$ cat config.mk
export PLATFORM = sky130hd
export DESIGN_NAME = vga_timing_gen
export DESIGN_NICKNAME = d
export VERILOG_FILES = /design/src/rtl/vga_timing_gen.sv
export SDC_FILE = /design/constraint.sdc
export NUM_CORES = 1
export LEC_CHECK = 0
export BUFFER_PORTS_ARGS = -buffer_cell sky130_fd_sc_hd__buf_4
export CAP_MARGIN = 20
export CORE_MARGIN = 3
export CORE_UTILIZATION = 49
export CTS_CLUSTER_DIAMETER = 200
export CTS_CLUSTER_SIZE = 12
export DETAILED_ROUTE_END_ITERATION = 12
export PLACE_DENSITY = 0.74
export RECOVER_POWER = 100
export SLEW_MARGIN = 10
export SYNTH_ARGS = -nofsm -noshare
export SYNTH_HDL_FRONTEND = slang
export SYNTH_SLANG_ARGS = --single-unit
$ cat constraint.sdc
create_clock -name vga_clk -period 3.55 [get_ports vga_clk]
set_input_delay 0.1775 -clock vga_clk [delete_from_list [all_inputs] [get_ports vga_clk]]
set_output_delay 0.1775 -clock vga_clk [all_outputs]
set_load 0.01 [all_outputs]
$ cat src/rtl/vga_timing_gen.sv
// vga_timing_gen: raster timing generator for the framebuffer pixel stage.
// Free-running horizontal/vertical counters drive fb_xpos/fb_ypos. Active-low
// sync and blank leave through a PIPE_DELAY-deep delay line (legal 0..4) so they
// line up with the framebuffer's registered RGB.
// Optional feature macro: VGA_TIMING_FRAME_CNT_EN adds a 16-bit frame counter.
module vga_timing_gen #(
  parameter int H_ACTIVE   = 800,
  parameter int H_FP       = 40,
  parameter int H_SYNC     = 128,
  parameter int H_BP       = 88,
  parameter int V_ACTIVE   = 480,
  parameter int V_FP       = 13,
  parameter int V_SYNC     = 3,
  parameter int V_BP       = 29,
  parameter int PIPE_DELAY = 1,
  localparam int H_TOTAL   = H_ACTIVE + H_FP + H_SYNC + H_BP,
  localparam int V_TOTAL   = V_ACTIVE + V_FP + V_SYNC + V_BP,
  localparam int XBITS     = $clog2(H_TOTAL),
  localparam int YBITS     = $clog2(V_TOTAL)
) (
  input  logic             vga_clk,
  input  logic             reset,
  input  logic             pix_en,
  output logic [XBITS-1:0] fb_xpos,
  output logic [YBITS-1:0] fb_ypos,
  output logic             hsync_n,
  output logic             vsync_n,
  output logic             blank_n,
  output logic             frame_start
`ifdef VGA_TIMING_FRAME_CNT_EN
  ,
  output logic [15:0]      frame_cnt
`endif
);

  localparam logic [XBITS-1:0] X_LAST   = XBITS'(H_TOTAL - 1);
  localparam logic [YBITS-1:0] Y_LAST   = YBITS'(V_TOTAL - 1);
  localparam logic [XBITS-1:0] X_ACT    = XBITS'(H_ACTIVE);
  localparam logic [XBITS-1:0] HS_START = XBITS'(H_ACTIVE + H_FP);
  localparam logic [XBITS-1:0] HS_END   = XBITS'(H_ACTIVE + H_FP + H_SYNC);
  localparam logic [YBITS-1:0] Y_ACT    = YBITS'(V_ACTIVE);
  localparam logic [YBITS-1:0] VS_START = YBITS'(V_ACTIVE + V_FP);
  localparam logic [YBITS-1:0] VS_END   = YBITS'(V_ACTIVE + V_FP + V_SYNC);

  // Inactive pattern for {hsync_n, vsync_n, blank_n}.
  localparam logic [2:0] SYNC_IDLE = 3'b110;

  logic [XBITS-1:0] xpos_q, xpos_d;
  logic [YBITS-1:0] ypos_q, ypos_d;
  logic             frame_start_q, frame_start_d;
  logic             x_wrap, y_last, frame_wrap;
  logic             hs_raw, vs_raw, act_raw;
  logic [2:0]       raw_vec;

  // End-of-line / end-of-frame detection; >= keeps any stray value converging to 0.
  always_comb begin
    x_wrap     = (xpos_q >= X_LAST);
    y_last     = (ypos_q >= Y_LAST);
    frame_wrap = x_wrap && y_last;
  end

  // Next-state for the raster counters and the frame strobe; everything holds when pix_en is low.
  always_comb begin
    xpos_d        = xpos_q;
    ypos_d        = ypos_q;
    frame_start_d = frame_start_q;
    if (pix_en) begin
      frame_start_d = frame_wrap;
      if (x_wrap) begin
        xpos_d = '0;
        ypos_d = y_last ? '0 : ypos_q + 1'b1;
      end else begin
        xpos_d = xpos_q + 1'b1;
      end
    end
  end

  // Counter and strobe registers; reset restarts the raster at (0,0) with no strobe.
  always_ff @(posedge vga_clk) begin
    if (reset) begin
      xpos_q        <= '0;
      ypos_q        <= '0;
      frame_start_q <= 1'b0;
    end else begin
      xpos_q        <= xpos_d;
      ypos_q        <= ypos_d;
      frame_start_q <= frame_start_d;
    end
  end

  // Undelayed sync/active decode of the registered counters.
  always_comb begin
    hs_raw  = (xpos_q >= HS_START) && (xpos_q < HS_END);
    vs_raw  = (ypos_q >= VS_START) && (ypos_q < VS_END);
    act_raw = (xpos_q < X_ACT) && (ypos_q < Y_ACT);
    raw_vec = {~hs_raw, ~vs_raw, act_raw};
  end

  generate
    if (PIPE_DELAY == 0) begin : g_nodelay
      assign {hsync_n, vsync_n, blank_n} = raw_vec;
    end else begin : g_delay
      logic [2:0] pipe_q [PIPE_DELAY];
      logic [2:0] pipe_d [PIPE_DELAY];

      // Shift the decode down the delay line only on enabled pixels.
      always_comb begin
        for (int i = 0; i < PIPE_DELAY; i++) pipe_d[i] = pipe_q[i];
        if (pix_en) begin
          pipe_d[0] = raw_vec;
          for (int i = 1; i < PIPE_DELAY; i++) pipe_d[i] = pipe_q[i-1];
        end
      end

      // Delay-line registers; reset flushes every stage to the idle pattern so no stale pulse escapes.
      always_ff @(posedge vga_clk) begin
        if (reset) begin
          for (int i = 0; i < PIPE_DELAY; i++) pipe_q[i] <= SYNC_IDLE;
        end else begin
          for (int i = 0; i < PIPE_DELAY; i++) pipe_q[i] <= pipe_d[i];
        end
      end

      assign {hsync_n, vsync_n, blank_n} = pipe_q[PIPE_DELAY-1];
    end
  endgenerate

  assign fb_xpos     = xpos_q;
  assign fb_ypos     = ypos_q;
  assign frame_start = frame_start_q;

`ifdef VGA_TIMING_FRAME_CNT_EN
  logic [15:0] frame_cnt_q, frame_cnt_d;

  // Frame count steps on the same edge that raises frame_start; natural 16-bit wrap.
  always_comb begin
    frame_cnt_d = frame_cnt_q;
    if (pix_en && frame_wrap) frame_cnt_d = frame_cnt_q + 16'd1;
  end

  // Frame counter register.
  always_ff @(posedge vga_clk) begin
    if (reset) frame_cnt_q <= '0;
    else       frame_cnt_q <= frame_cnt_d;
  end

  assign frame_cnt = frame_cnt_q;
`endif

endmodule

# Word-level counts from Yosys, hierarchy flattened
# Memories as Yosys holds them, arrays and structs flattened.
# Index checks and enable logic that the tools add are counted.
# op_classes
reduce_logical,6
bitwise_logic,2
muxes,8
add_sub_neg,2
order_cmp,8
# ops
op,count
"11-bit by 10-bit less-than comparator with 1-bit output, second input constant",2
"10-bit by 9-bit less-than comparator with 1-bit output, second input constant",2
"11-bit by 1-bit adder with 11-bit output, second input constant",1
"11-bit by 10-bit >= comparator with 1-bit output, second input constant",1
"11-bit >= comparator, second input constant",1
11-bit two-way mux,1
"10-bit by 1-bit adder with 10-bit output, second input constant",1
"10-bit >= comparator, second input constant",1
"10-bit by 9-bit >= comparator with 1-bit output, second input constant",1
10-bit two-way mux,1
3-bit two-way mux,2
1-bit logical AND,4
1-bit two-way mux,4
3-bit OR reduction,1
1-bit NOT,2
2-bit AND reduction,1
# word_totals
ram_bits,3
register_bits,22
in_bits,3
mem_count,1
# mem_list
name,depth,word_bits,read_ports,rd_clocked_by_memory_dff,wr,line,rtl
g_delay.pipe_q,1,3,1,0,1,103,logic [2:0] pipe_q [PIPE_DELAY];

# Depth between registers and ports, before layout
# depth
ltp_word,5
depth_mapped,6
ltp_nobuf,6

# Worst setup path before layout
# Ideal clock, no wire load.
# synth_path
path_kind,register -> register
from,"register ypos_q[0], in the netlist fb_ypos[0]"
to,"register ypos_q[6], in the netlist fb_ypos[6]"
stages_incl_launch_ff,6
t_required_ps,3478
setup_time_ps,72
t_arrival_ps,1728
n_path_buf,0
slack_ps,1750
path_cell_list,dfxtp_1 > ha_1 > nand3_1 > or4_1 > or4_1 > a21oi_1
# synth_between
elab_chain_cells,2
elab_cells_between_ends,3
# synth_rtl
element,line,rtl
"start, declared",49,"logic [YBITS-1:0] ypos_q, ypos_d;"
"start signal, assigned",86,ypos_q <= ypos_d;
10-bit by 1-bit adder with 10-bit output or 10-bit >= comparator (tied branches),"71, 58",
10-bit two-way mux *,71,ypos_d = y_last ? '0 : ypos_q + 1'b1;
# Every way passes the cells marked *; elsewhere a longest branch is shown, timed or not.
# A chain may end at the register's enable or synchronous reset.

# Worst setup path after layout
# layout_path
from,"register xpos_q[10], in the netlist fb_xpos[10]"
to,"register xpos_q[9], in the netlist fb_xpos[9]"
# layout_between
elab_chain_cells,2
# layout_rtl
element,line,rtl
"start, declared",48,"logic [XBITS-1:0] xpos_q, xpos_d;"
"start signal, assigned",85,xpos_q <= xpos_d;
11-bit >= comparator,57,x_wrap = (xpos_q >= X_LAST);
11-bit two-way mux,69,if (x_wrap) begin
# No other way between the ends.

==> metrics.md <==
| Metric | Value |
|---|---|
| Setup Skew | 0.00972 ns |
| Cell row count | 18 |
| Post-synthesis area per instance | 8.68 um2 |
| Synth warnings | 0 |
| Primary FF master, synth | dfxtp_1 |
| Number of antenna repair diodes | 0 |
| Post-CTS Hold Buffers | 0 |
| Syn-to-layout area delta | 8.91% |
| Die Area | 3610 um2 |
| CTS sink count | 25 |
| Worst setup path category | reg -> reg |
| Clock tree buffer depth | 2 |
| Post-Place Setup Slack | 1.62 ns |
| Fraction of synthesis flops using an asynchronous set or reset pin | 0% |
| Slew at the pin with the worst max-slew slack | 0.757 ns |
| Number of primary I/O pins | 28 |
| Number of failing setup endpoints in the final timing report | 0 |
| Flops & latches, synth | 25 |
| Count of mapped cells out of synthesis | 165 |
| WP data arrival | 2.29 ns |
| Iter 0 DRT Violations | 79 |
| Minimum clock period after layout | 2.11 ns |
| Number of synthesized flops with an enable pin | 0 |
| Post-DR vias/cell | 6.03 |
| Leakage power total | 0.499 nW |
| Nets in the synthesized netlist | 174 |
| Critical-path maximum fanout | 11 |
| Total of cells resized after clock tree synthesis | 0 |
| Routed wire length | 3420 um |
| Minimum setup slack in the final design | 1.44 ns |
| Ranking of synthesized cells by area | dfxtp_1 35%, ha_1 5.2%, nor2_1 4.7% |
| Most frequent cells in the layout | 26 x clkbuf_1, 25 x dfxtp_1, 18 x nor2_1 |
| Nets | 200 |
| Filler cell count | 279 |
| Number of antenna violations at the first check in global routing | 0 |
| Setup crit end kind | flip-flop |
| Post-CTS clock slew at the launch and capture registers of the worst setup and hold paths | 0.13 ns |
| Cell type with the highest aggregate area in the netlist | dfxtp_1 |
| Yosys top cell area share | 34.9% |
| CTS tree | yes |
| Post-route clock period utilization | 59.5% |
| Highest ir drop seen on vdd | 0.000359 V |
| Startpoint type of the worst setup path | flip-flop |
| Overall power | 0.000522 W |
| First-pass GRT wire length | 5850 um |
| Status | completed |
| Cell Pwr Density | 335 nW/um2 |
| Fraction of final layout cells with drive strength greater than 1 | 6.32% |
| Pins over their slew limit | 0 |
| Starting Density | 54.4% |
| Worst slew margin relative to its limit | 49.5% |
| Detail Placement HPWL | 2500 um |
| Standard cell core area | 2640 um2 |
| Most common cell after layout, fill and taps aside | clkbuf_1 |
| Final global-route overflow total | 0 |
| Setup fix buffers added after clock tree synthesis | 0 |
| Total routing usage reported by global routing | 21.1% |
| Peak Freq | 0.473 GHz |
| Gp weighted congestion | 0.909 |
| Buffer cell driving the clock tree root | clkbuf_4 |
| Overall via count from detail_route | 1,327 |
| Sequential fraction of the synthesis area | 34.9% |
| Largest net degree at the start of global routing | 16 |
| Average wire per cell in the routed design | 15.6 um |
| Port Buffer Count | 27 |
| Number of levels the H-tree was split into | 1 |
| Worst Path Required | 3.73 ns |
| DRC violations left | 0 |
| Hold Vio Cnt, Final | 0 |
| Total negative slack | 0 ns |
| Max-cap check violation count | 0 |
| Syn Std Cell Area | 1430 um2 |
| Clock latency on the worst-skew pair | 0.31 ns |
| Die W | 60.1 um |
| Via count of the first global-routing pass | 1,246 |
| RSZ-0062 raised after global routing | false |
| TritonCTS buffer count | 3 |
| Post-route ant nets | 0 |
| Pre-Repair DR Iteration Count | 4 |
| Type of the most critical hold path | in -> reg |
| Die Y-Extent | 60.1 um |
| Distinct cell type count of the synthesized netlist | 50 |
where the power goes:
group          internal, W  total [W]  switching [W]
logic            0.0000307  0.0000770      0.0000463
registers         0.000296   0.000322      0.0000250
clock network    0.0000439   0.000124      0.0000798
total             0.000371   0.000522       0.000151
kinds of logic (layout without fill, tap and decap cells):
logic type | Yosys count | after routing | synth area share, %
muxes | 1 | 1 | 0.699
DFF | 25 | 25 | 34.9
adders and majority gates | 6 | 6 | 5.24
buffers and inverters | 17 | 42 | 5.15
and+or+nand+nor | 68 | 68 | 24.8
AOI/OAI and AO/OA | 37 | 37 | 22.4
xor gates and xnor gates | 11 | 11 | 6.72
state kept, by name, summed over array words and instances, names as in the netlist:
signal and flops:
frame_start 1, g_delay.pipe_q 3, fb_ypos 10, fb_xpos 11
stage by stage:
step           utilization (%)  hold slack (ns)  cells  area [um2]
2_1_floorplan                -            0.334    165        1430
5_1_grt                   59.2            0.142    220        1560
3_5_place_dp              62.3            0.467    216        1640
4_1_cts                   63.2            0.140    220        1670
6_report                  59.2            0.156    220        1560
3_3_place_gp              62.3            0.458    216        1640
final timing paths:
| check | depth (start not counted) | slack (ns) | start | to |
|---|---|---|---|---|
| max | 4 | 1.44 | fb_xpos[10] | fb_xpos[9] |
| max reg2reg | 4 | 1.44 | fb_xpos[10] | fb_xpos[9] |
| min | 2 | 0.16 | reset | g_delay.pipe_q[0][0] |
| min reg2reg | 2 | 0.49 | g_delay.pipe_q[0][0] | g_delay.pipe_q[0][0] |
cell usage after synthesis, types with 2 or more instances:
master	instances
o211ai_1	2
or4_1	2
and4_1	2
xor2_1	4
xnor2_1	7
nand2_1	8
dfxtp_1	25
nor4_1	2
nor2_1	18
nand4_1	8
a211oi_1	4
buf_1	2
buf_2	2
nand2b_1	2
ha_1	6
inv_1	10
nand3_1	9
o21ai_0	3
and3_1	2
a31oi_1	3
o31ai_1	2
nor3_1	8
o22ai_1	2
a21oi_1	6
layout make-up:
class                      instances  area (um2)  area share [%]
timing repair buffer              27         109            6.98
inverter                          11        41.3            2.65
tap                               30        37.5            2.41
sequential                        25         500            32.1
multi-input combinational        123         846            54.2
clock buffer                       4        26.3            1.68
critical path, cell delays in order (launching register included):
cell     delay [ns]
dfxtp_1        0.45
and2_0         0.65
nor2_1         0.17
nor2_1         0.61
nor2_1         0.11
layer usage:
metal  vias to the layer above  routed length (um)  track usage, %
met5                         -                   0               0
met4                         0                  32            8.54
met3                         4                 197            3.02
met2                        41                1500            31.0
met1                       620                1690            30.7
li1                        662                   -               -
No activity file was read; power rests on OpenSTA's default activity.
